### src/rtl/bcd_pkg.sv
// ============================================================================
// bcd_pkg : shared BCD digit type, digit limit and subtractor FSM states
// Rev 1.0 : initial release
// ============================================================================
`default_nettype none

package bcd_pkg;

   typedef logic [3:0] bcd_t;

   localparam bcd_t BCD_MAX = 4'd9;

   typedef enum logic [1:0] {
      IDLE = 2'd0,
      SUB  = 2'd1,
      NEG  = 2'd2,
      DONE = 2'd3
   } sub_state_t;

   function automatic logic bcd_invalid(input bcd_t v);
      return (v > BCD_MAX);
   endfunction

endpackage

`default_nettype wire

### src/rtl/bcd_digit_sub.sv
// ============================================================================
// bcd_digit_sub : combinational one-digit BCD subtract cell, d = x - y - bin
// Rev 1.0 : initial release
// ============================================================================
`default_nettype none

module bcd_digit_sub
   import bcd_pkg::*;
(
   input  bcd_t x,
   input  bcd_t y,
   input  logic bin,
   output bcd_t d,
   output logic bout
);

   logic [4:0] t;

   // Five bits hold x - y - bin over -16..15, so bit 4 is the sign.
   always_comb begin
      t = {1'b0, x} - {1'b0, y} - {4'b0000, bin};
      if (t[4]) begin
         d    = t[3:0] + 4'd10;
         bout = 1'b1;
      end else begin
         d    = t[3:0];
         bout = 1'b0;
      end
   end

endmodule

`default_nettype wire

### src/rtl/bcd_serial_subtractor.sv
// ============================================================================
// bcd_serial_subtractor : digit-serial BCD a - b - bin, sign + magnitude out
// Rev 1.0 : initial release; optional digit check via BCD_SUB_CHECK_EN
// ============================================================================
`default_nettype none

module bcd_serial_subtractor
   import bcd_pkg::*;
#(
   parameter int DIGITS = 4
)(
   input  logic                  clk,
   input  logic                  rst,
   input  logic                  in_valid,
   output logic                  in_ready,
   input  logic [4*DIGITS-1:0]   a,
   input  logic [4*DIGITS-1:0]   b,
   input  logic                  bin,
   output logic                  out_valid,
   input  logic                  out_ready,
`ifdef BCD_SUB_CHECK_EN
   output logic                  err,
`endif
   output logic [4*DIGITS-1:0]   diff,
   output logic                  neg
);

   localparam int              IDX_W    = (DIGITS > 1) ? $clog2(DIGITS) : 1;
   localparam logic [IDX_W-1:0] LAST_IDX = IDX_W'(DIGITS - 1);

   sub_state_t          state_q, state_d;
   logic [IDX_W-1:0]    idx_q, idx_d;
   logic                borrow_q, borrow_d;
   logic [4*DIGITS-1:0] a_q, a_d;
   logic [4*DIGITS-1:0] b_q, b_d;
   logic [4*DIGITS-1:0] diff_q, diff_d;
   logic                neg_q, neg_d;

   bcd_t cell_x, cell_y, cell_d;
   logic cell_bout;

`ifdef BCD_SUB_CHECK_EN
   logic err_q, err_d;
   logic in_bad;

   always_comb begin
      in_bad = 1'b0;
      for (int i = 0; i < DIGITS; i++) begin
         if (bcd_invalid(a[4*i +: 4]) || bcd_invalid(b[4*i +: 4])) begin
            in_bad = 1'b1;
         end
      end
   end
`endif

   // The single cell serves both passes; NEG computes 0 - d_i - borrow.
   always_comb begin
      if (state_q == NEG) begin
         cell_x = 4'd0;
         cell_y = diff_q[4*int'(idx_q) +: 4];
      end else begin
         cell_x = a_q[4*int'(idx_q) +: 4];
         cell_y = b_q[4*int'(idx_q) +: 4];
      end
   end

   bcd_digit_sub u_cell (
      .x    (cell_x),
      .y    (cell_y),
      .bin  (borrow_q),
      .d    (cell_d),
      .bout (cell_bout)
   );

   always_comb begin
      state_d  = state_q;
      idx_d    = idx_q;
      borrow_d = borrow_q;
      a_d      = a_q;
      b_d      = b_q;
      diff_d   = diff_q;
      neg_d    = neg_q;
`ifdef BCD_SUB_CHECK_EN
      err_d    = err_q;
`endif
      case (state_q)
         IDLE: begin
            if (in_valid) begin
               a_d      = a;
               b_d      = b;
               borrow_d = bin;
               idx_d    = '0;
               diff_d   = '0;
               neg_d    = 1'b0;
               state_d  = SUB;
`ifdef BCD_SUB_CHECK_EN
               err_d    = in_bad;
`endif
            end
         end
         SUB: begin
            diff_d[4*int'(idx_q) +: 4] = cell_d;
            borrow_d = cell_bout;
            idx_d    = idx_q + 1'b1;
            if (idx_q == LAST_IDX) begin
               idx_d    = '0;
               borrow_d = 1'b0;
`ifdef BCD_SUB_CHECK_EN
               if (err_q) begin
                  diff_d  = '0;
                  neg_d   = 1'b0;
                  state_d = DONE;
               end else
`endif
               if (cell_bout) begin
                  neg_d   = 1'b1;
                  state_d = NEG;
               end else begin
                  neg_d   = 1'b0;
                  state_d = DONE;
               end
            end
         end
         NEG: begin
            diff_d[4*int'(idx_q) +: 4] = cell_d;
            borrow_d = cell_bout;
            idx_d    = idx_q + 1'b1;
            if (idx_q == LAST_IDX) begin
               idx_d    = '0;
               borrow_d = 1'b0;
               state_d  = DONE;
            end
         end
         DONE: begin
            if (out_ready) begin
               state_d = IDLE;
`ifdef BCD_SUB_CHECK_EN
               err_d   = 1'b0;
`endif
            end
         end
         default: state_d = IDLE;
      endcase
   end

   always_ff @(posedge clk) begin
      if (rst) begin
         state_q  <= IDLE;
         idx_q    <= '0;
         borrow_q <= 1'b0;
         a_q      <= '0;
         b_q      <= '0;
         diff_q   <= '0;
         neg_q    <= 1'b0;
      end else begin
         state_q  <= state_d;
         idx_q    <= idx_d;
         borrow_q <= borrow_d;
         a_q      <= a_d;
         b_q      <= b_d;
         diff_q   <= diff_d;
         neg_q    <= neg_d;
      end
   end

`ifdef BCD_SUB_CHECK_EN
   always_ff @(posedge clk) begin
      if (rst) begin
         err_q <= 1'b0;
      end else begin
         err_q <= err_d;
      end
   end

   assign err = err_q & (state_q == DONE);
`endif

   assign in_ready  = (state_q == IDLE);
   assign out_valid = (state_q == DONE);
   assign diff      = diff_q;
   assign neg       = neg_q;

endmodule

`default_nettype wire

### config.mk
export PLATFORM = sky130hd
export DESIGN_NAME = bcd_serial_subtractor
export DESIGN_NICKNAME = d
export VERILOG_FILES = /design/src/rtl/bcd_pkg.sv /design/src/rtl/bcd_digit_sub.sv /design/src/rtl/bcd_serial_subtractor.sv
export SDC_FILE = /design/constraint.sdc
export NUM_CORES = 1
export LEC_CHECK = 0
export BUFFER_PORTS_ARGS = -buffer_cell sky130_fd_sc_hd__buf_2
export CORE_ASPECT_RATIO = 0.6
export CORE_MARGIN = 4
export CORE_UTILIZATION = 55
export CTS_BUF_LIST = sky130_fd_sc_hd__clkbuf_2
export DETAILED_ROUTE_END_ITERATION = 8
export PLACE_DENSITY = 0.9
export SETUP_SLACK_MARGIN = 0.2
export SLEW_MARGIN = 15
export SYNTH_ARGS = -nofsm -noshare
export SYNTH_HDL_FRONTEND = slang
export SYNTH_HIERARCHICAL = 1
export SYNTH_SLANG_ARGS = --single-unit
### constraint.sdc
create_clock -name clk -period 3.5 [get_ports clk]
set_input_delay 0.7 -clock clk [delete_from_list [all_inputs] [get_ports clk]]
set_output_delay 0.7 -clock clk [all_outputs]
set_load 0.005 [all_outputs]
# Word level (Yosys, flattened, before mapping)
# Index checks and enable logic that the tools add are counted.
dict set report totals {
  regBits 54
  in_bits 37
  out_inout_bits 19
  word_cells 56
}
dict set report classes {
  n_addsub 5
  eq_ne 8
  shift 5
  muxes 23
  reduce_logical 8
}
# cell n
set op_table {}
lappend op_table {{16-bit by 5-bit indexed part select with 4-bit output} 3}
lappend op_table {{4-bit negator with 33-bit output} 1}
lappend op_table {{4-bit by 33-bit variable shift with 16-bit output (first input constant)} 1}
lappend op_table {{4-bit by 33-bit indexed part select with 16-bit output} 1}
lappend op_table {{16-bit one-hot mux with 2 select lines} 1}
lappend op_table {{16-bit bitwise mux} 1}
lappend op_table {{16-bit two-way mux} 1}
lappend op_table {{2-bit two-way mux} 6}
lappend op_table {{4-bit two-way mux} 3}
lappend op_table {{2-bit one-hot mux with 4 select lines} 1}
lappend op_table {{1-bit two-way mux} 7}
lappend op_table {{2-bit == test (second input constant)} 3}
lappend op_table {{4-bit by 4-bit subtractor with 5-bit output} 1}
lappend op_table {{5-bit by 1-bit subtractor with 5-bit output} 1}
lappend op_table {{4-bit adder (second input constant)} 1}
lappend op_table {{2-bit by 1-bit != test with 1-bit output (second input constant)} 2}
lappend op_table {{2-bit != test (second input constant)} 2}
lappend op_table {{1-bit one-hot mux with 2 select lines} 2}
lappend op_table {{2-bit one-hot mux with 2 select lines} 1}
lappend op_table {{2-bit AND reduction} 2}
lappend op_table {{4-bit AND reduction} 1}
lappend op_table {{2-bit nonzero test} 2}
lappend op_table {{3-bit AND reduction} 1}
lappend op_table {{2-bit by 1-bit adder with 2-bit output (second input constant)} 1}
lappend op_table {{3 further kinds} 3}

# Logic depth before layout (Yosys ltp)
dict set report logic_depth {
  word_depth 9
  mapped_depth 16
  ltp_nobuf 15
}

# Hierarchy
# The synthesis kept the hierarchy.
# mod instances cells_per_inst area_per_inst_um2 seq_area_each_um2
set by_module_without_submodules {}
lappend by_module_without_submodules {bcd_serial_subtractor 1 289 2640.0 1081.0}
lappend by_module_without_submodules {bcd_digit_sub 1 32 274.0 0.0}

# Worst setup path before layout
# Ideal clock, no wire load.
dict set report synth_path {
  path_kind {reg2reg}
  startpoint {register idx_q[1]}
  endpoint {register diff_q[14] (netlist: diff[14])}
  setup_ns 0.117
  t_arrival_ns 3.151
  required_time_ns 3.383
  path_slack_ns 0.232
  stages_incl_launch_ff 11
  path_buffers 1
  synth_period_minus_slack_ns 3.268
  cell_sequence {dfxtp_1 > buf_2 > mux4_1 > nor2b_1 > fa_1 > fa_1 > nand2b_1 > a211o_1 > and2_4 > mux2_4 > a22o_1}
}
dict set report synth_between {
  elab_chain_len 9
  word_cells_on_any_way 14
  cone_classes {add/sub: 4; shift: 5; mux: 5}
}
# item line_no
set synth_rtl {}
lappend synth_rtl {{from (decl)} bcd_serial_subtractor.sv:32} ;# logic [IDX_W-1:0] idx_q, idx_d;
lappend synth_rtl {{from (signal assigned)} bcd_serial_subtractor.sv:157} ;# idx_q <= idx_d;
lappend synth_rtl {{16-bit by 5-bit indexed part select with 4-bit output *} bcd_serial_subtractor.sv:62} ;# cell_x = a_q[4*int'(idx_q) +: 4];
lappend synth_rtl {{4-bit two-way mux *} bcd_serial_subtractor.sv:58} ;# if (state_q == NEG) begin
lappend synth_rtl {{via cell_x[0]} bcd_serial_subtractor.sv:39} ;# bcd_t cell_x, cell_y, cell_d;
lappend synth_rtl {{4-bit by 4-bit subtractor with 5-bit output *} bcd_digit_sub.sv:21} ;# t = {1'b0, x} - {1'b0, y} - {4'b0000, bin};
lappend synth_rtl {{5-bit by 1-bit subtractor with 5-bit output *} bcd_digit_sub.sv:21}
lappend synth_rtl {{4-bit adder} bcd_digit_sub.sv:23} ;# d = t[3:0] + 4'd10;
lappend synth_rtl {{4-bit two-way mux *} bcd_digit_sub.sv:22} ;# if (t[4]) begin
lappend synth_rtl {{via cell_d[2]} bcd_serial_subtractor.sv:39}
lappend synth_rtl {{4-bit by 33-bit indexed part select with 16-bit output *} {bcd_serial_subtractor.sv:102, bcd_serial_subtractor.sv:125}}
lappend synth_rtl {{16-bit bitwise mux *} {bcd_serial_subtractor.sv:102, bcd_serial_subtractor.sv:125}}
lappend synth_rtl {{16-bit one-hot mux with 2 select lines *} bcd_serial_subtractor.sv:86} ;# case (state_q)
lappend synth_rtl {{to (signal assigned)} bcd_serial_subtractor.sv:161} ;# diff_q <= diff_d;
lappend synth_rtl {{to (decl)} bcd_serial_subtractor.sv:36} ;# logic [4*DIGITS-1:0] diff_q, diff_d;
# Mark *: on every way through the listed nets, which the timed path passes. The rest lies on a longest branch.
# A chain may end at the register's enable or synchronous reset.

# Worst setup path in the final report
dict set report layout_path {
  startpoint {register state_q[0]}
  endpoint {register diff_q[14] (netlist: diff[14])}
}
dict set report layout_between {
  elab_chain_len 9
  word_cells_on_any_way 16
  cone_classes {add/sub: 3; eq/ne: 3; shift: 1; mux: 5; reduce/logical: 4}
}
# item line_no
set layout_rtl {}
lappend layout_rtl {{from (decl)} bcd_serial_subtractor.sv:31} ;# sub_state_t state_q, state_d;
lappend layout_rtl {{from (signal assigned)} bcd_serial_subtractor.sv:156} ;# state_q <= state_d;
lappend layout_rtl {{2-bit == test *} bcd_serial_subtractor.sv:58}
lappend layout_rtl {{4-bit two-way mux *} bcd_serial_subtractor.sv:58}
lappend layout_rtl {{via cell_y[0]} bcd_serial_subtractor.sv:39}
lappend layout_rtl {{4-bit by 4-bit subtractor with 5-bit output *} bcd_digit_sub.sv:21}
lappend layout_rtl {{5-bit by 1-bit subtractor with 5-bit output *} bcd_digit_sub.sv:21}
lappend layout_rtl {{4-bit adder} bcd_digit_sub.sv:23}
lappend layout_rtl {{4-bit two-way mux *} bcd_digit_sub.sv:22}
lappend layout_rtl {{via cell_d[2]} bcd_serial_subtractor.sv:39}
lappend layout_rtl {{4-bit by 33-bit indexed part select with 16-bit output *} {bcd_serial_subtractor.sv:102, bcd_serial_subtractor.sv:125}}
lappend layout_rtl {{16-bit bitwise mux *} {bcd_serial_subtractor.sv:102, bcd_serial_subtractor.sv:125}}
lappend layout_rtl {{16-bit one-hot mux with 2 select lines *} bcd_serial_subtractor.sv:86}
# Marks and branches as above.

==> run_results.csv <==
group,metric,value,unit
clocking,hold_buffers,0,
floorplanning,dieWidth,102.0,um
critical_path,reg2reg_from,"state_q[0]$_SDFFE_PP0P_",
placement,place_area,3212,sq um
placement,dp_hpwl,5.319,mm
sta,tns,0,ns
power_and_ir_drop,ir_drop,0.4039,mV
yosys,synthFlopType,"dfxtp_1",
sta,fmax,309.7,MHz
layout,layout_commonest_cell,"nand2_1",
layout,fill_cells,443,
global_route,antenna_found_initial,0,
layout,fin_area,3289,sq um
sta,period_share,92.26,%
clocking,cts_made_buffers,5,
yosys,synth_area_per_cell,9.078,sq um
yosys,synth_seq_cells,54,
global_route,grt_pass1_vias,2277,
placement,port-buffer-count,55,
placement,dp.cells,430,
critical_path,crit_required,3.86,ns
status,status,"finished clean",
critical_path,critPathLaunch,"state_q[0]$_SDFFE_PP0P_",
critical_path,cp-end-kind,"flop",
layout,final_util,64.75,%
layout,instances_no_fill,438,
critical_path,reg2reg_depth,13,
clocking,cts_max_path_buffers,2,
layout,layout_common_cells,"81 x nand2_1, 55 x buf_2, 51 x dfxtp_1, 46 x a21oi_1, 16 x ha_1",
clocking,clock_sinks,54,
placement,pre_cts_ws,0.1194,ns
clocking,clk_latency,0.45,ns
layout,drive_above_1_share,23.39,%
sta,slew_violations,0,
layout,diodes,0,
global_route,gr-total-overflow,0,
route,totalWireLength,7.104,mm
clocking,path_clk_slew,0.28,ns
layout,syn_to_final_growth,12.88,%
sta,tightest_slew,1.043,ns
route,avgViaCountPerCell,5.683,
yosys,synth_cell_types,43,
sta,fin_crit,3.229,ns
route,drt-initial-drc-count,128,
global_route,grt_max_degree,50,
clocking,cts_tree,"built",
critical_path,cp-start-kind,"flop",
global_route,grt_pass1_wl,11.61,mm
yosys,netlist_instances,321,
floorplanning,coreArea,5080,sq um
critical_path,critical_path.endpoint,"diff[14]$_SDFFE_PP0P_",
clocking,cts_root_buf,"clkbuf_2",
floorplanning,num_io_pins,56,
critical_path,reg2reg_setup_slack,0.27,ns
sta,finClkSkew,0.02828,ns
floorplanning,die-area,6565,sq um
sta,fin_ws,0.2708,ns
route,dr.pass1.iters,6,
route,drtAntennaViolNets,0,
layout,layout.area.seq,1085,sq um
yosys,synth-edff-count,0,
layout,multiInputGateArea,1694,sq um
sta,setup_viol_count_final,0,
yosys,ys_seq_area_share,37.10,%
run,maxCapViolations,0,
critical_path,r2r_end,"diff[14]$_SDFFE_PP0P_",
yosys,synthArstFlopShare,0,%
power_and_ir_drop,p_leak,1.425,nW
sta,hold_ws,0.4426,ns
sta,relSlewSlack,30.27,%
power_and_ir_drop,power_density,814.5,nW/um^2
global_route,track_usage,22.69,%
sta,hold_violations,0,
floorplanning,fp-row-count,20,
route,wl_per_cell,16.22,um
power_and_ir_drop,power.total,2.679,mW
worst_hold_path,min_path_type,"in -> reg",
layout,nets,428,
yosys,ys_warn_count,6,
critical_path,arrival,3.59,ns
clocking,htreeDepth,2,
floorplanning,start_util,57.36,%
sta,rsz0062_at_grt,"no",
placement,place_congestion,0.9224,
floorplanning,die_y,64.38,um
critical_path,worst-setup-path-type,"reg -> reg",
yosys,synthesis.nets,377,
yosys,synthesis.area,2914,sq um
route,vias,2489,
critical_path,crit_fanout,5,
route,drc_errors,0,
==> synth_stat cells (all sizes together) (2+ instances only) <==
library cell | number | area, sq um
nand2 | 81 | 304.0
dfxtp | 54 | 1081
a21oi | 49 | 264.0
ha | 17 | 212.7
inv | 16 | 62.56
nand2b | 15 | 96.34
mux4 | 12 | 315.3
buf | 11 | 78.82
a22o | 8 | 70.07
nand3 | 8 | 40.04
clkbuf | 7 | 26.28
nor2 | 7 | 26.28
nor2b | 4 | 25.02
o21ai | 4 | 20.02
and2 | 3 | 21.27
xnor2 | 3 | 26.28
fa | 2 | 40.04
mux2i | 2 | 32.53
nand3b | 2 | 15.01
nor4 | 2 | 42.54
xor2 | 2 | 17.52
==> power by group <==
part	internal (mW)	switching, mW
clock	0.0482	0.196
combinational	0.677	0.957
sequential	0.723	0.0773
==> what timing repair did <==
item / 4_1_cts / 5_1_grt
setup endpoints to repair: 12 / 11
pin swaps: 0 / 1
gates resized for setup: 3 / 6
setup buffers: 1 / 0
==> cell families (layout without fill, tap and decap cells) <==
kind of cell / count (synthesis) / in the layout / share of synthesized area, %
AOI/OAI and AO/OA: 67 / 67 / 13.83
xor gates and xnor gates: 5 / 5 / 1.503
adders and majority gates: 19 / 19 / 8.673
buffers and inverters: 34 / 85 / 5.754
DFF: 54 / 54 / 37.10
muxes: 15 / 15 / 12.45
and+or+nand+nor: 127 / 127 / 20.70
==> per-layer routing <==
metal	up-vias	wire, um	GRT usage [%]
li1	1199	-	-
met1	1160	3394	35.17
met2	122	3045	32.52
met3	8	620	4.253
met4	0	43	4.746
met5	-	0	0
==> worst min path at each step <==
stage	startpoint	endpoint	cells past startpoint
2_1_floorplan	a_q[10]$_SDFFE_PP0P_	a_q[10]$_SDFFE_PP0P_	2
3_3_place_gp	a_q[3]$_SDFFE_PP0P_	a_q[3]$_SDFFE_PP0P_	2
3_5_place_dp	b_q[6]$_SDFFE_PP0P_	b_q[6]$_SDFFE_PP0P_	2
4_1_cts	a[5]	a_q[5]$_SDFFE_PP0P_	3
5_1_grt	b[9]	b_q[9]$_SDFFE_PP0P_	3
6_report	a[5]	a_q[5]$_SDFFE_PP0P_	3
==> cell type report <==
class                      instances  area share [%]
inverter                          16           1.902
clock inverter                     1          0.2282
clock buffer                       6          0.9129
timing repair buffer              62           9.966
sequential                        54           32.98
multi-input combinational        233           51.50
tap                               66           2.510
==> flip-flops by register name (all words and copies together) (netlist names) <==
| name | flops |
|---|---|
| state_q | 2 |
| b_q | 16 |
| idx_q | 2 |
| a_q | 16 |
| borrow_q | 1 |
| diff | 16 |
| neg | 1 |
==> worst max-delay path: stages (launching register included) <==
cell	delay, ns
dfxtp_2	0.40
inv_1	0.09
ha_4	0.20
mux4_1	0.21
nand2_1	0.05
nand2_1	0.07
inv_1	0.05
fa_1	0.47
fa_2	0.37
nand2b_1	0.17
a211o_1	0.32
and2_4	0.19
mux2_4	0.34
a22o_1	0.22
No activity file was read; power rests on OpenSTA's default activity.
